`src/rtl/clk_div_pkg.sv`:
```
// Shared types and helpers for the multi-channel clock divider.
// Used by the RTL and by anything that instantiates it (divisor calculation).
package clk_div_pkg;

  typedef enum logic {
    MODE_TOGGLE = 1'b0,
    MODE_TICK   = 1'b1
  } mode_e;

  localparam int CNT_W_DEF = 16;

  // Toggle-mode divisor giving out_hz on clkout from a sys_hz clock.
  function automatic int unsigned div_for_hz(input int unsigned sys_hz,
                                             input int unsigned out_hz);
    if (out_hz == 0 || sys_hz < 2 * out_hz) return 0;
    return (sys_hz / (2 * out_hz)) - 1;
  endfunction

endpackage

```
`src/rtl/clk_div_ch.sv`:
```
// One divider channel: counter, shadowed divisor and registered clkout/tick/pending.
// A new divisor only ever becomes active while the counter restarts from zero.
module clk_div_ch
  import clk_div_pkg::*;
#(
  parameter int CNT_W       = CNT_W_DEF,
  parameter int DEFAULT_DIV = 999
) (
  input  logic             clk,
  input  logic             reset,
  input  logic             en_i,
  input  logic             mode_i,
  input  logic             load_i,
  input  logic [CNT_W-1:0] div_i,
  input  logic             sync_i,
  output logic             clkout_o,
  output logic             tick_o,
  output logic             pending_o
);

  localparam logic [CNT_W-1:0] DIV_RST = CNT_W'(DEFAULT_DIV);

  if (DEFAULT_DIV < 0 || (longint'(DEFAULT_DIV) >> CNT_W) != 0) begin : gen_bad_default
    $error("clk_div_ch: DEFAULT_DIV does not fit in CNT_W bits");
  end

  logic [CNT_W-1:0] cnt_q, cnt_d;
  logic [CNT_W-1:0] active_q, active_d;
  logic [CNT_W-1:0] shadow_q, shadow_d;
  logic             out_q, out_d;
  logic             tick_q, tick_d;
  logic             pending_q, pending_d;

  logic terminal;
  logic tick_mode;

  // >= rather than == so a counter left above a shrunk divisor never wraps.
  assign terminal  = (cnt_q >= active_q);
  assign tick_mode = (mode_e'(mode_i) == MODE_TICK);

  always_comb begin
    cnt_d     = cnt_q;
    active_d  = active_q;
    shadow_d  = shadow_q;
    out_d     = out_q;
    tick_d    = 1'b0;
    pending_d = pending_q;

    if (load_i) shadow_d = div_i;

    if (sync_i) begin
      cnt_d     = '0;
      out_d     = 1'b0;
      pending_d = 1'b0;
      if (load_i)         active_d = div_i;
      else if (pending_q) active_d = shadow_q;
    end else if (!en_i) begin
      cnt_d = '0;
      out_d = 1'b0;
      if (load_i) begin
        active_d  = div_i;
        pending_d = 1'b0;
      end
    end else if (terminal) begin
      cnt_d     = '0;
      tick_d    = 1'b1;
      out_d     = tick_mode ? 1'b0 : ~out_q;
      pending_d = 1'b0;
      if (load_i)         active_d = div_i;
      else if (pending_q) active_d = shadow_q;
    end else begin
      cnt_d = cnt_q + 1'b1;
      out_d = tick_mode ? 1'b0 : out_q;
      if (load_i) pending_d = 1'b1;
    end
  end

  always_ff @(posedge clk or posedge reset) begin
    if (reset) begin
      cnt_q     <= '0;
      active_q  <= DIV_RST;
      shadow_q  <= DIV_RST;
      out_q     <= 1'b0;
      tick_q    <= 1'b0;
      pending_q <= 1'b0;
    end else begin
      cnt_q     <= cnt_d;
      active_q  <= active_d;
      shadow_q  <= shadow_d;
      out_q     <= out_d;
      tick_q    <= tick_d;
      pending_q <= pending_d;
    end
  end

  assign clkout_o  = out_q;
  assign tick_o    = tick_q;
  assign pending_o = pending_q;

  a_cnt_bounded: assert property (@(posedge clk) disable iff (reset) cnt_q <= active_q);

endmodule

```
`src/rtl/clk_div_multi.sv`:
```
// Multi-channel clock divider / tick generator: NUM_CH independent channels
// sharing one phase-align strobe.
module clk_div_multi
  import clk_div_pkg::*;
#(
  parameter int NUM_CH      = 4,
  parameter int CNT_W       = CNT_W_DEF,
  parameter int DEFAULT_DIV = 999
) (
  input  logic                    clk,
  input  logic                    reset,
  input  logic [NUM_CH-1:0]       en,
  input  logic [NUM_CH-1:0]       mode,
  input  logic [NUM_CH-1:0]       load,
  input  logic [NUM_CH*CNT_W-1:0] div_in,
  input  logic                    sync,
  output logic [NUM_CH-1:0]       clkout,
  output logic [NUM_CH-1:0]       tick,
  output logic [NUM_CH-1:0]       pending
);

  if (NUM_CH < 1 || NUM_CH > 16) begin : gen_bad_num_ch
    $error("clk_div_multi: NUM_CH must be 1..16");
  end

  for (genvar i = 0; i < NUM_CH; i++) begin : gen_ch
    clk_div_ch #(
      .CNT_W      (CNT_W),
      .DEFAULT_DIV(DEFAULT_DIV)
    ) u_ch (
      .clk      (clk),
      .reset    (reset),
      .en_i     (en[i]),
      .mode_i   (mode[i]),
      .load_i   (load[i]),
      .div_i    (div_in[i*CNT_W +: CNT_W]),
      .sync_i   (sync),
      .clkout_o (clkout[i]),
      .tick_o   (tick[i]),
      .pending_o(pending[i])
    );
  end

endmodule
```
`config.mk`:
```
export PLATFORM = sky130hd
export DESIGN_NAME = clk_div_multi
export DESIGN_NICKNAME = d
export VERILOG_FILES = /design/src/rtl/clk_div_pkg.sv /design/src/rtl/clk_div_ch.sv /design/src/rtl/clk_div_multi.sv
export SDC_FILE = /design/constraint.sdc
export NUM_CORES = 1
export LEC_CHECK = 0
export ABC_AREA = 1
export ABC_CLOCK_PERIOD_IN_PS = 14200
export CELL_PAD_IN_SITES_DETAIL_PLACEMENT = 0
export CELL_PAD_IN_SITES_GLOBAL_PLACEMENT = 1
export CORE_ASPECT_RATIO = 1.4
export CORE_MARGIN = 2
export CORE_UTILIZATION = 48
export CTS_CLUSTER_DIAMETER = 60
export DETAILED_ROUTE_END_ITERATION = 6
export PLACE_DENSITY = 0.95
export SLEW_MARGIN = 20
export SYNTH_ARGS = -nofsm -noshare
export SYNTH_HDL_FRONTEND = slang
export SYNTH_SLANG_ARGS = --single-unit
```
`constraint.sdc`:
```
create_clock -name clk -period 14.2 [get_ports clk]
set_input_delay 2.84 -clock clk [delete_from_list [all_inputs] [get_ports clk]]
set_output_delay 2.84 -clock clk [all_outputs]
set_load 0.05 [all_outputs]
```
==> results.cfg, run 1 <==
[yosys]
postSynthAreaPerCell_um2 = 7.75
synth_xor_area_frac = 0.0202
ys_seq_area_frac = 0.426
async_flop_share = 1.00
synth_seq_cells = 204
synth-simple-area-share = 0.331
synth_mux_area_frac = 0
yosys_warnings = 0
syn_area_mm2 = 0.0122
synth_cells = 1569
synth-main-ff-cell = dfrtp_1
synth-adder-area-share = 0.0699
syn_nets = 1716
synth_cell_types = 43
synth-edff-count = 0
synth_top_family_by_area = simple AND/OR/NAND/NOR gates
synth-compound-area-share = 0.0675

[clock_network]
insertion_delay_ns = 0.51
cts_resized = 0
tritoncts.num_buffers = 23
cts_sinks = 204
cts_tree = done
clk_path_buf_depth = 3
cts-htree-levels = 1
post_cts_buffers = 0
holdBufCountCts = 0
root_buffer = clkbuf_16
clk_pin_slew_ns = 0.06

[pwr]
clockPowerShare = 0.380
p_leak_nw = 6.74
combinationalPowerShare = 0.152
ir_drop_mv = 0.112
power.switching_w = 0.000410
power_density_mw_per_mm2 = 106
p_int_w = 0.00105
swShare = 0.282
pwr-share-seq = 0.469

[global_routing]
grt_pass1_vias = 9950
gr-total-overflow = 0
grt_max_degree = 122
grt_usage = 0.212
grt_pass1_wl_um = 47800
antenna_found_initial = 0

[layout]
layout.cells.most_common_list = 542 x nand2_1, 154 x nor2_1, 140 x dfrtp_1
diodes = 0
final_cell_area_mm2 = 0.0137
fillerInstances = 2329
area_delta_synth_final_pct = 12.9
final_nets = 1766
stdcell_count = 1950
layout_commonest_cell = nand2_1
drive_above_1_share = 0.110

[placement]
gp_congestion = 0.838
place_ws_ns = 8.60
dp.cells = 1909
dpl_cell_area_mm2 = 0.0130
hpwl_um = 19500
io_buffers = 90

[job]
maxCapViolCount = 0

[route]
drt_wl_total_um = 27800
drtPass1Iterations = 5
post_drt_wl_per_cell_um = 14.2
via_per_inst = 5.15
vias = 10000
drt_iter0_drc = 547
detail-route-antenna-nets = 0
drc = 0

[setup_path]
worst_ep_arrival_time_ns = 5.52
cp.required_ns = 14.60
critPathKind = input port to flip-flop
cp_max_fo = 19
startpoint_type = input port
endpoint_kind = flip-flop

[sta]
setup_viol = 0
hold_viol = 0
worstMarginPinSlew_ns = 0.860
fin_crit_sh = 0.360
max_slew_margin = 0.427
rsz0062_at_grt = no
setup_tns_ns = 0
skew_ns = 0.0103
layout_min_cycle_time_ns = 5.12
hold_ws_ns = 0.459
setup_ws_ns = 9.08
drv_slew = 0
fmax_ghz = 0.195

[floorplan]
fp.coreArea_mm2 = 0.0248
dieArea_mm2 = 0.0266
die-width_um = 139
die_y_um = 192
io_pins = 91
row_count = 68
start_util = 0.491

[outcome]
status = complete, no violations

[hold_path]
hp-class = flip-flop to flip-flop
[metrics by stage]
step / total power [W] / utilization
after floorplan: 0.000847 / -
after global placement: 0.000906 / 0.527
after detailed placement: 0.000915 / 0.527
after CTS: 0.00147 / 0.554
after global routing: 0.00154 / 0.555
final: 0.00146 / 0.555
[flip-flops by register name (all words and copies together) (netlist names)]
name	cells
gen_ch.u_ch.active_q	64
gen_ch.u_ch.cnt_q	64
gen_ch.u_ch.shadow_q	64
gen_ch.u_ch.clkout_o	4
gen_ch.u_ch.pending_o	4
gen_ch.u_ch.tick_o	4
[final timing paths]
check	to	start	slack (ns)	cells past startpoint
worst max-delay path	gen_ch[3].u_ch.active_q[10]$_DFFE_PP0P_	load[3]	9.08	6
worst min-delay path	gen_ch[1].u_ch.shadow_q[9]$_DFFE_PP1P_	gen_ch[1].u_ch.shadow_q[9]$_DFFE_PP1P_	0.46	2
worst max register to register	gen_ch[1].u_ch.active_q[14]$_DFFE_PP0P_	gen_ch[1].u_ch.active_q[9]$_DFFE_PP1P_	11.75	9
worst min register to register	gen_ch[1].u_ch.shadow_q[9]$_DFFE_PP1P_	gen_ch[1].u_ch.shadow_q[9]$_DFFE_PP1P_	0.46	2
max in group asynchronous	gen_ch[1].u_ch.cnt_q[4]$_DFF_PP0_	reset	10.02	3
min in group asynchronous	gen_ch[3].u_ch.shadow_q[15]$_DFFE_PP0P_	reset	2.92	2
[critical path: stages]
cell             delay (ns)
clkdlybuf4s50_1        1.00
clkinv_1               0.73
nand2_2                0.56
nand2_4                0.21
nand2_1                0.11
nand2_1                0.05
[power groups by stage]
stage,clock [W],combinational (W),sequential (W)
after floorplan,0,0.000170,0.000678
after global placement,0,0.000216,0.000690
after detailed placement,0,0.000224,0.000691
after CTS,0.000567,0.000225,0.000682
after global routing,0.000594,0.000258,0.000689
final,0.000553,0.000221,0.000683
[routing by layer]
metal	wire (µm)	vias up	part of all wire	track usage
met2	14300	164	0.51	0.391
met5	0	-	0	0
met4	484	0	0.017	0.0510
met1	12000	4741	0.43	0.264
met3	1030	33	0.037	0.0273
li1	-	5103	-	-
[cell families after synthesis]
logic type | after synthesis
flops | 204
compound gates | 134
simple gates | 912
buf+inv | 223
fa+ha+maj | 68
xor+xnor | 28
[layout make-up]
| type | count | area, µm² | area share |
|---|---|---|---|
| Timing Repair Buffer | 95 | 942 | 0.0686 |
| Tap cell | 315 | 394 | 0.0287 |
| Inverter | 153 | 582 | 0.0424 |
| Multi-Input combinational cell | 1142 | 5950 | 0.433 |
| Sequential cell | 204 | 5180 | 0.377 |
| Clock buffer | 37 | 658 | 0.0479 |
| Clock inverter | 4 | 22.5 | 0.00164 |
[cells in the mapped netlist (8+ instances only)]
cell type / count / area share
a21oi_1: 33 / 0.014
a31oi_1: 58 / 0.030
buf_2: 24 / 0.0099
buf_4: 28 / 0.017
clkbuf_1: 13 / 0.0040
clkinv_1: 8 / 0.0025
dfrtp_1: 140 / 0.29
dfstp_2: 64 / 0.14
ha_1: 68 / 0.070
inv_1: 138 / 0.043
nand2_1: 542 / 0.17
nand2_2: 28 / 0.014
nand3_1: 85 / 0.035
nand4_1: 25 / 0.013
nor2_1: 154 / 0.048
nor2_2: 9 / 0.0046
nor3_1: 21 / 0.0086
nor3_2: 10 / 0.0082
o21ai_0: 17 / 0.0070
xor2_1: 24 / 0.017
Power figures use the tool's default switching activity.
==> inputs of run 2 (changes only) <==
--- a/config.mk
+++ b/config.mk
@@ -6,15 +6,15 @@
 export NUM_CORES = 1
 export LEC_CHECK = 0
 export ABC_AREA = 1
-export ABC_CLOCK_PERIOD_IN_PS = 14200
+export ABC_CLOCK_PERIOD_IN_PS = 5200
 export CELL_PAD_IN_SITES_DETAIL_PLACEMENT = 0
 export CELL_PAD_IN_SITES_GLOBAL_PLACEMENT = 1
 export CORE_ASPECT_RATIO = 1.4
 export CORE_MARGIN = 2
-export CORE_UTILIZATION = 48
+export CORE_UTILIZATION = 44
 export CTS_CLUSTER_DIAMETER = 60
 export DETAILED_ROUTE_END_ITERATION = 6
-export PLACE_DENSITY = 0.95
+export PLACE_DENSITY = 0.88
 export SLEW_MARGIN = 20
 export SYNTH_ARGS = -nofsm -noshare
 export SYNTH_HDL_FRONTEND = slang
==> constraint.sdc (replaced) <==
create_clock -name clk -period 5.2 [get_ports clk]
set_input_delay 1.04 -clock clk [delete_from_list [all_inputs] [get_ports clk]]
set_output_delay 1.04 -clock clk [all_outputs]
set_load 0.05 [all_outputs]
==> results.cfg, run 2 (same netlist as run 1, synthesis figures left out) <==
[route]
vias = 10100
detail-route-antenna-nets = 0
drt_iter0_drc = 470
drtPass1Iterations = 5
post_drt_wl_per_cell_um = 14.2
drt_wl_total_um = 28500
drc = 0
via_per_inst = 5.00

[layout]
drive_above_1_share = 0.116
reg_top3 = gen_ch.u_ch.active_q (64), gen_ch.u_ch.cnt_q (64), gen_ch.u_ch.shadow_q (64)
final_util = 0.509
area_delta_synth_final_pct = 14.6
diodes = 0
final_nets = 1772
layout.cells.most_common_list = 542 x nand2_1, 154 x nor2_1, 140 x dfrtp_1
layout_commonest_cell = nand2_1

[setup_path]
startpoint_type = flip-flop
cp_max_fo = 18
worstPathCellList = clkdlybuf4s50_1
cp.required_ns = 4.16
path_delay_family = buffers and inverters
slowest_delay_ns = 0.94
crit_buf_inv = 1
endpoint_kind = output pin
worst_ep_arrival_time_ns = 2.33
slowest_stage = clkdlybuf4s50_1
cp.depth = 1
critPathKind = flip-flop to output pin
r2r_cells = 12

[floorplan]
row_count = 72
fp.coreArea_mm2 = 0.0274
die-width_um = 145
dieArea_mm2 = 0.0290
io_pins = 91
die_y_um = 201
start_util = 0.444

[hold_path]
hp-class = flip-flop to flip-flop
hold_depth = 2

[sta]
fin_crit_sh = 0.649
skew_ns = 0.0107
fmax_ghz = 0.296
worstMarginPinSlew_ns = 0.821
layout_min_cycle_time_ns = 3.37
rsz0062_at_grt = no
setup_tns_ns = 0
setup_viol = 0
max_slew_margin = 0.453
hold_viol = 0
drv_slew = 0
setup_ws_ns = 1.83

[job]
maxCapViolCount = 0

[global_routing]
grt_pass1_vias = 9983
grt_max_degree = 128
gr-total-overflow = 0
antenna_found_initial = 0
grt_pass1_wl_um = 47800
grt_usage = 0.201

[placement]
gp_congestion = 0.815
io_buffers = 90
place_ws_ns = 1.96
hpwl_um = 20100

[pwr]
power_density_mw_per_mm2 = 295
combinationalPowerShare = 0.147
p_leak_nw = 6.81
p_int_w = 0.00298
ir_drop_mv = 0.197
pwr-share-seq = 0.453
clockPowerShare = 0.400
power.switching_w = 0.00113
swShare = 0.275

[clock_network]
cts_resized = 0
holdBufCountCts = 0
insertion_delay_ns = 0.51
cts_tree = done
tritoncts.num_buffers = 23
root_buffer = clkbuf_16
cts_sinks = 204
post_cts_buffers = 0
clk_path_buf_depth = 3
cts-htree-levels = 1
clk_pin_slew_ns = 0.06

[outcome]
status = complete, no violations
run 2: metal layers:
| metal | track usage | part of all wire | vias up |
|---|---|---|---|
| met3 | 0.0236 | 0.029 | 44 |
| met5 | 0 | 0 | - |
| met2 | 0.368 | 0.52 | 143 |
| met1 | 0.247 | 0.43 | 4756 |
| met4 | 0.0510 | 0.019 | 0 |
| li1 | - | - | 5125 |
run 2: final cells by class:
cell class                      instances  area (µm²)
Inverter                              153         578
Sequential cell                       204        5180
Clock inverter                          5        53.8
Multi-Input combinational cell       1142        5950
Timing Repair Buffer                  101         996
Tap cell                              370         463
Fill cell                            2708       13400
Clock buffer                           37         709
run 2: power by group through the flow:
stage / Clock (W) / Combinational, W / Sequential (W)
floorplan: 0 / 0.000464 / 0.00185
global route: 0.00176 / 0.000705 / 0.00188
detailed placement: 0 / 0.000618 / 0.00189
global placement: 0 / 0.000600 / 0.00188
CTS: 0.00169 / 0.000619 / 0.00186
finish: 0.00164 / 0.000606 / 0.00186
run 2: metrics by stage:
step / hold slack (ns) / power [W] / instances / area [µm²]
after detailed placement: 0.453 / 0.00250 / 1970 / 13200
after floorplan: 0.442 / 0.00231 / 1569 / 12200
after global routing: 0.472 / 0.00434 / 2012 / 13900
after CTS: 0.462 / 0.00417 / 2012 / 13900
final: 0.461 / 0.00411 / 2012 / 13900
after global placement: 0.450 / 0.00248 / 1970 / 13200
run 2: worst paths after layout:
path,start,end,slack (ns)
setup / recovery,gen_ch[3].u_ch.pending_o$_DFFE_PP0P_,pending[3],1.83
hold / removal,gen_ch[2].u_ch.shadow_q[5]$_DFFE_PP1P_,gen_ch[2].u_ch.shadow_q[5]$_DFFE_PP1P_,0.46
hold reg to reg,gen_ch[2].u_ch.shadow_q[5]$_DFFE_PP1P_,gen_ch[2].u_ch.shadow_q[5]$_DFFE_PP1P_,0.46
max in group asynchronous,reset,gen_ch[2].u_ch.cnt_q[12]$_DFF_PP0_,3.36
min in group asynchronous,reset,gen_ch[0].u_ch.active_q[14]$_DFFE_PP0P_,0.82
setup reg to reg,gen_ch[2].u_ch.active_q[1]$_DFFE_PP1P_,gen_ch[2].u_ch.active_q[11]$_DFFE_PP0P_,2.80
